**src/rtl/branch_predictor.sv**
```systemverilog
// rtl/branch_predictor.sv - direct-mapped branch predictor / BTB with saturating counters
module branch_predictor #(
    parameter int ADDR_WIDTH  = 32,
    parameter int INDEX_BITS  = 4,
    parameter int CTR_BITS    = 2,
    parameter int COUNT_WIDTH = 32,
    parameter int DYNAMIC     = 1
) (
    input  logic                   clk,
    input  logic                   reset,
    input  logic [ADDR_WIDTH-1:0]  IF_PC,
    output logic                   Pred_Taken,
    output logic [ADDR_WIDTH-1:0]  Pred_Target,
    input  logic                   EX_Valid,
    input  logic [ADDR_WIDTH-1:0]  EX_PC,
    input  logic                   EX_Taken,
    input  logic [ADDR_WIDTH-1:0]  EX_Target,
    input  logic                   EX_Pred_Taken,
    input  logic [ADDR_WIDTH-1:0]  EX_Pred_Target,
    output logic                   Mispredict,
    output logic [ADDR_WIDTH-1:0]  Redirect_PC,
    output logic [COUNT_WIDTH-1:0] Branch_Count,
    output logic [COUNT_WIDTH-1:0] Mispredict_Count
);

    localparam int ENTRIES = 1 << INDEX_BITS;
    localparam int TAG_W   = ADDR_WIDTH - INDEX_BITS - 2;
    localparam bit DYN     = (DYNAMIC != 0);

    localparam logic [CTR_BITS-1:0]    CTR_MAX        = '1;
    localparam logic [CTR_BITS-1:0]    CTR_WEAK_TAKEN = CTR_BITS'(1) << (CTR_BITS - 1);
    localparam logic [CTR_BITS-1:0]    CTR_RESET      = CTR_WEAK_TAKEN - CTR_BITS'(1);
    localparam logic [COUNT_WIDTH-1:0] COUNT_MAX      = '1;

    logic [ENTRIES-1:0]    valid_q;
    logic [TAG_W-1:0]      tag_q    [ENTRIES];
    logic [ADDR_WIDTH-1:0] target_q [ENTRIES];
    logic [CTR_BITS-1:0]   ctr_q    [ENTRIES];

    logic [INDEX_BITS-1:0] if_idx;
    logic [INDEX_BITS-1:0] ex_idx;
    logic [TAG_W-1:0]      if_tag;
    logic [TAG_W-1:0]      ex_tag;
    logic                  if_hit;
    logic                  ex_hit;
    logic                  unused_pc_bits;

    assign if_idx = IF_PC[INDEX_BITS+1:2];
    assign if_tag = IF_PC[ADDR_WIDTH-1:INDEX_BITS+2];
    assign ex_idx = EX_PC[INDEX_BITS+1:2];
    assign ex_tag = EX_PC[ADDR_WIDTH-1:INDEX_BITS+2];
    assign unused_pc_bits = ^{IF_PC[1:0], EX_PC[1:0]};

    assign if_hit = valid_q[if_idx] && (tag_q[if_idx] == if_tag);
    assign ex_hit = valid_q[ex_idx] && (tag_q[ex_idx] == ex_tag);

    // Lookup reads only registered state, so a same-cycle update is not visible.
    assign Pred_Taken  = DYN && if_hit && ctr_q[if_idx][CTR_BITS-1];
    assign Pred_Target = Pred_Taken ? target_q[if_idx] : '0;

    assign Mispredict  = DYN ? (EX_Valid && ((EX_Taken != EX_Pred_Taken) ||
                                             (EX_Taken && (EX_Target != EX_Pred_Target))))
                             : (EX_Valid && EX_Taken);
    assign Redirect_PC = EX_Taken ? EX_Target : EX_PC + ADDR_WIDTH'(4);

    always_ff @(posedge clk) begin
        if (reset) begin
            valid_q <= '0;
            for (int i = 0; i < ENTRIES; i++) begin
                tag_q[i]    <= '0;
                target_q[i] <= '0;
                ctr_q[i]    <= CTR_RESET;
            end
        end else if (DYN && EX_Valid) begin
            if (ex_hit) begin
                if (EX_Taken) begin
                    if (ctr_q[ex_idx] != CTR_MAX) begin
                        ctr_q[ex_idx] <= ctr_q[ex_idx] + CTR_BITS'(1);
                    end
                    target_q[ex_idx] <= EX_Target;
                end else if (ctr_q[ex_idx] != '0) begin
                    ctr_q[ex_idx] <= ctr_q[ex_idx] - CTR_BITS'(1);
                end
            end else if (EX_Taken) begin
                // Allocation evicts whatever alias currently owns the slot.
                valid_q[ex_idx]  <= 1'b1;
                tag_q[ex_idx]    <= ex_tag;
                target_q[ex_idx] <= EX_Target;
                ctr_q[ex_idx]    <= CTR_WEAK_TAKEN;
            end
        end
    end

    always_ff @(posedge clk) begin
        if (reset) begin
            Branch_Count     <= '0;
            Mispredict_Count <= '0;
        end else begin
            if (EX_Valid && (Branch_Count != COUNT_MAX)) begin
                Branch_Count <= Branch_Count + COUNT_WIDTH'(1);
            end
            if (Mispredict && (Mispredict_Count != COUNT_MAX)) begin
                Mispredict_Count <= Mispredict_Count + COUNT_WIDTH'(1);
            end
        end
    end

endmodule

```
**config.mk**
```make
export PLATFORM = sky130hd
export DESIGN_NAME = branch_predictor
export DESIGN_NICKNAME = d
export VERILOG_FILES = /design/src/rtl/branch_predictor.sv
export SDC_FILE = /design/constraint.sdc
export NUM_CORES = 2
export LEC_CHECK = 0
export CAP_MARGIN = 20
export CORE_AREA = 2 2 475 289
export DETAILED_ROUTE_END_ITERATION = 10
export DIE_AREA = 0 0 477 291
export GPL_TIMING_DRIVEN = 0
export SLEW_MARGIN = 40
export SYNTH_ARGS = -nofsm -noshare
export SYNTH_HDL_FRONTEND = slang
export SYNTH_SLANG_ARGS = --single-unit
export TNS_END_PERCENT = 50
```
**constraint.sdc**
```tcl
create_clock -name clk -period 6.7 [get_ports clk]
set_input_delay 1.34 -clock clk [delete_from_list [all_inputs] [get_ports clk]]
set_output_delay 1.34 -clock clk [all_outputs]
set_load 0.02 [all_outputs]
```
* After elaboration in Yosys (flattened, before gate mapping)
Memory sizes are Yosys's and may differ from the RTL's. Cells that the tools add are included.
Storage, ports and cells: register bits after elaboration 80, latch bits 0, memory bits (writable) 960, memory bits (read-only) 0, input port bits 133, output and inout port bits 130, word-level logic and storage cells 83, memories kept 3
Memories:
- target_q | words 16, bits a word 32, rd ports 1, clocked after Yosys merged registers in 0, wr ports 16, RTL line 37 | logic [ADDR_WIDTH-1:0] target_q [ENTRIES];
- tag_q | words 16, bits a word 26, rd ports 2, clocked after Yosys merged registers in 0, wr ports 16, RTL line 36 | logic [TAG_W-1:0] tag_q [ENTRIES];
- ctr_q | words 16, bits a word 2, rd ports 2, clocked after Yosys merged registers in 0, wr ports 16, RTL line 38 | logic [CTR_BITS-1:0] ctr_q [ENTRIES];
Cells by class: $add $sub $neg 5, $mul 0, div/mod/pow operators 0, order comparisons 3, equal/unequal tests 7, shifts and indexed selects 0, multiplexer cells 43, bitwise operators 5, reduce and logical (&&, ||, !) cells 14
Operators with widths (number):
- $mux W32 | 4
- $add A32 B1 Y32 const B | 2
- $ne A32 B32 Y1 const B | 2
- $eq A26 B26 Y1 | 2
- $add A32 B3 Y32 const B | 1
- $ne A32 B32 Y1 | 1
- $reduce_or A32 Y1 | 1
- $mux W1 | 29
- $mux W26 | 1
- $reduce_or A26 Y1 | 1
- $or A16 B16 Y16 | 1
- $mux W4 | 3
- $lt A4 B5 Y1 const B | 2
- $bmux W1 S4 | 2
- $logic_and A1 B1 Y1 | 8
- $mux W2 | 3
- $demux W1 S4 | 1
- $ge A4 B1 Y1 const B | 1
- $or A1 B1 Y1 | 3
- $reduce_and A3 Y1 | 1
- $add A2 B1 Y2 const B | 1
- $ne A2 B2 Y1 const B | 1
- $reduce_bool A2 Y1 | 1
- $reduce_or A2 Y1 | 1
- 4 further kinds | 4

* Longest topological paths before layout
An unclocked memory read counts as a cell.
depth in word-level cells 12, depth in mapped cells 16, mapped depth without buffers 8

* Least setup slack after synthesis
No wires, ideal clock.
path kind input -> register, from input EX_PC[2], to memory tag_q[7][0] (netlist bit) (enable), library setup time 0.445 ns, arrival time 5.640 ns, data required time 6.255 ns, setup slack 0.615 ns, stages on the path 14, buffers on the path 6, path through buf_6 > buf_8 > buf_8 > buf_8 > mux4_2 > a2bb2oi_1 > o2111ai_1 > o21ai_0 > a31oi_1 > a211oi_1 > and3_1 > buf_4 > buf_2 > o21ai_0
RTL lines:
- from (decl) | RTL line 15 | input logic [ADDR_WIDTH-1:0] EX_PC,
- to (decl) | RTL line 36

==> metrics.md <==
| Metric | Value |
|---|---|
| Detail Placement HPWL | `169.5 mm` |
| Min-Delay Startpoint | `valid_q[7]` |
| Slew Limit Fails | `0` |
| Core Area | `0.1349 mm^2` |
| Worst-path clk slew | `0.07 ns` |
| Mapped Cells | `3845` |
| Util after Layout | `0.4714` |
| Capture point of the worst reg-to-reg path | `tag_q[8][15]` |
| R2R setup slack | `1.34 ns` |
| Hold crit path type | `register to register` |
| PnR Total Power | `15530 uW` |
| Residual DRC | `0` |
| First drt pass iteration count | `7` |
| Leak | `0.02187 uW` |
| Root Buffer | `clkbuf_16` |
| First-pass GRT wire length | `roughly 310 mm` |
| CP Capture Type | `register` |
| CP startpoint kind | `input pin` |
| Simple-gate share of the synthesized area | `0.1568` |
| Syn_area_per_cell | `13.90 um^2` |
| Clk_lat worst skew | `~0.78 ns` |
| P per Cell Area | `244.2 mW/mm^2` |
| Top area cells in the synthesized netlist | `edfxtp_1 (54%), mux4_2 (16%), and2_1 (7.5%), dfxtp_1 (3.0%), nor3_1 (2.8%)` |
| IO buf count | `250` |
| RePlAce Congestion | `1.071` |
| Placed inst area | `roughly 0.06 mm^2` |
| Synth cell types | `77` |
| Rel. slew slack | `0.3549` |
| Class of the most critical setup path | `input pin to register` |
| Initial Util | `0.3961` |
| Min cycle time layout | `6.760 ns` |
| Synth warn | `0` |
| Clk buf depth | `3` |
| Hold path cells | `1` |
| GRT Resource Usage Total | `0.3213` |
| Final Hold Viols | `0` |
| Final Cycle Share | `1.009` |
| CTS tree | `done` |
| Worst EP required | `7.21 ns` |
| Worst path top cell family by delay | `buffers and inverters` |
| Multiplexer share of the synthesized area | `0.1782` |
| EDFF count, synth | `960` |
| Worst vdd ir | `between 0.2 and 0.25 mV` |
| CTS buffer count | `100` |
| Placement row count | `~110` |
| Failing checks | `negative setup slack` |
| ANT nets after route | `0` |
| Top cell type's share of synthesized area | `0.5395` |
| Run status | `complete, but fails checks` |
| Vias | `roughly 39k` |
| Max Clk Rate | `0.1479 GHz` |
| Fillers | `11.88k` |
| Sequential fraction of the synthesis area | `0.5694` |
| Largest net degree at the start of global routing | `38` |
| Most common cell in the netlist | `edfxtp_1` |
| Critical Path AT | `about 7.3 ns` |
| Total wire length | `227.0 mm` |
| Worst Path Buf+Inv | `8` |
| Setup WS post-layout | `-0.06017 ns` |
| I/O pin count | `263` |
| Vias/cell | `between 6 and 7` |
| Area Growth Syn to Fin | `19.03%` |
| Synth Area in XOR/XNOR | `0.02540` |
| Nets | `4403` |
| Full die area | `0.1388 mm^2` |
| Measured slew at the worst slew-check pin | `0.9676 ns` |
| CP peak stage delay | `roughly 0.80 ns` |
| Hold Path Sink | `valid_q[7]` |
| Slowest-stage cell, CP | `a2111oi_4` |
| Post-synthesis async set-or-reset flop share | `0` |
| Cell count of the worst reg-to-reg path | `13` |
| RSZ-0062 raised after global routing | `no` |
| Total nets after synthesis | `3984` |
| Overflow after GRT | `0` |
| Compound-Gate Fraction of Synth Area | `0.03360` |
| Commonest register cell after synthesis | `edfxtp_1` |
| WL per Instance | `36.76 um` |
| Biggest area consumer among synthesized cells | `edfxtp_1` |
| H-Tree Depth | `3` |
| Initial antenna violation count | `16` |
| Vias in the first global route | `36.94k` |
| Worst clock skew | `0.05630 ns` |
| Final Setup Violations | `21` |
| Max Fanout on Critical Path | `11` |
| Final instance area | `between 0.06 and 0.07 mm^2` |
| Post-Syn Area | `0.05344 mm^2` |
| Synth cell count leaders | `edfxtp_1 (960), and2_1 (644), mux4_2 (376), nor3_1 (304), clkbuf_1 (260)` |
| CP Cell Sequence | `dlygate4sd2_1, buf_4, clkbuf_2, mux4_2, mux2i_1, o32ai_1, a2111oi_1, a21oi_1, a2111oi_4, and3_1, buf_4, buf_2, o21ai_4, buf_8, buf_16, buf_8` |
| 1st-iter DRT viols | `7390` |
| Share of cells above drive strength 1 | `0.2070` |
| Clk sinks | `1040` |
| Post-Synth Adder-Cell Area | `0.001405` |
| Worst r2r src | `tag_q[10][2]` |
| Die boundary height | `between 200 and 300 um` |
| Seq cells post-synth | `between 1k and 1.5k` |
| Die X | `477 um` |
| Crit path launch | `EX_PC[3]` |
| Max-cap violations | `0` |
| Largest family of logic cells by synthesized area | `multiplexers` |
[final cells by class]
class / count / area, um^2 / area share
Sequential cell: 1040 / 30430 / 0.4784
Multi-Input combinational cell: 2403 / 21680 / 0.3408
Timing Repair Buffer: 322 / 3791 / 0.05960
Clock buffer: 121 / 2581 / 0.04058
Tap cell: 1819 / 2276 / 0.03578
Buffer: 362 / 1988 / 0.03126
Clock inverter: 65 / 714.4 / 0.01123
Inverter: 35 / 131.4 / 0.002065
Antenna cell: 7 / 17.52 / 0.0002754
[placed cells by master, fill, tap and decap left out, types with 17 or more instances in the layout]
cell / Yosys / final
edfxtp_1: 960 / 960
and2_1: 644 / 644
mux4_2: 376 / 376
nor3_1: 304 / 301
clkdlybuf4s50_1: 0 / 210
clkbuf_1: 260 / 209
nor2_1: 151 / 150
nand2_1: 135 / 119
clkbuf_16: 0 / 100
dfxtp_1: 80 / 80
xnor2_1: 84 / 77
xor2_1: 71 / 67
clkbuf_2: 1 / 61
mux2i_1: 58 / 58
nand3_1: 61 / 56
o21ai_0: 75 / 51
and3_1: 49 / 49
nand4_1: 47 / 47
buf_8: 4 / 43
buf_2: 34 / 43
mux2_2: 41 / 41
nor2b_1: 42 / 39
buf_6: 31 / 33
inv_1: 32 / 32
dlygate4sd2_1: 0 / 28
a22oi_1: 26 / 26
buf_4: 13 / 22
clkinv_1: 2 / 22
buf_12: 0 / 21
a21oi_1: 18 / 18
o22ai_1: 18 / 18
clkinv_2: 0 / 18
nor4_1: 21 / 17
a21o_1: 17 / 17
a221o_1: 17 / 17
[report_power, final]
group	switching [uW]	internal, uW	leakage [uW]
combinational	1270	791	0.0105
sequential	134	7400	0.00980
clock	2740	3200	0.00158
[routing by layer]
metal,share of wire,GRT usage,up-vias
met5,0.00019,0,-
met4,0.036,0.09911,6
met3,0.17,0.1381,407
met2,0.38,0.4064,3350
met1,0.42,0.4865,20058
li1,-,-,15426
[stage by stage]
stage / TNS (ns) / std cells / hold WS [ns] / worst slack, ns
after global routing: 0 / 6170 / 0.4967 / 0.0008411
after detailed placement: -422.36 / 5984 / 0.4649 / -2.068
after CTS: 0 / 6167 / 0.4828 / 0.01356
after floorplan: 0 / 3845 / 0.4430 / 0.6149
after global placement: -3087.60 / 5914 / 0.4550 / -5.803
final: -0.6983 / 6174 / 0.4865 / -0.06017
[worst max-delay path by stage]
| stage | endpoint | slack, ns | cells past startpoint |
|---|---|---|---|
| final | tag_q[8][15] | -0.06 | 16 |
| after global routing | Pred_Target[30] | 0.0008 | 13 |
| after CTS | Pred_Target[28] | 0.01 | 13 |
| after detailed placement | Redirect_PC[31] | -2.07 | 15 |
| after global placement | tag_q[7][13] | -5.80 | 14 |
| after floorplan | tag_q[7][0] | 0.61 | 14 |
[registers in the layout (all words and copies together), names as in the netlist]
signal / cells
valid_q: 16
Mispredict_Count: 32
Branch_Count: 32
ctr_q: 32
target_q: 512
tag_q: 416
[cell families after synthesis]
logic type | after synthesis
fa+ha+maj | 6
xor+xnor | 155
compound gates | 254
simple gates | 1512
mux | 476
flops | 1040
buf+inv | 402
[worst register-to-register path, delay by kind of cell, from the launching register on]
kind / cells / cell delay [ns]
simple gates: 1 / 0.28
buf+inv: 5 / 1.33
mux: 2 / 1.01
compound gates: 5 / 2.09
flops: 1 / 0.42
[timing repair]
item                                    in CTS  in global routing
hold buffers                                 0                  0
hold endpoints to repair                     0                  0
gates resized for setup                    112                 26
pin swaps                                    4                  3
setup buffers                                1                  0
endpoints found under the setup margin     136                 40
(Power assumes the default switching activity.)
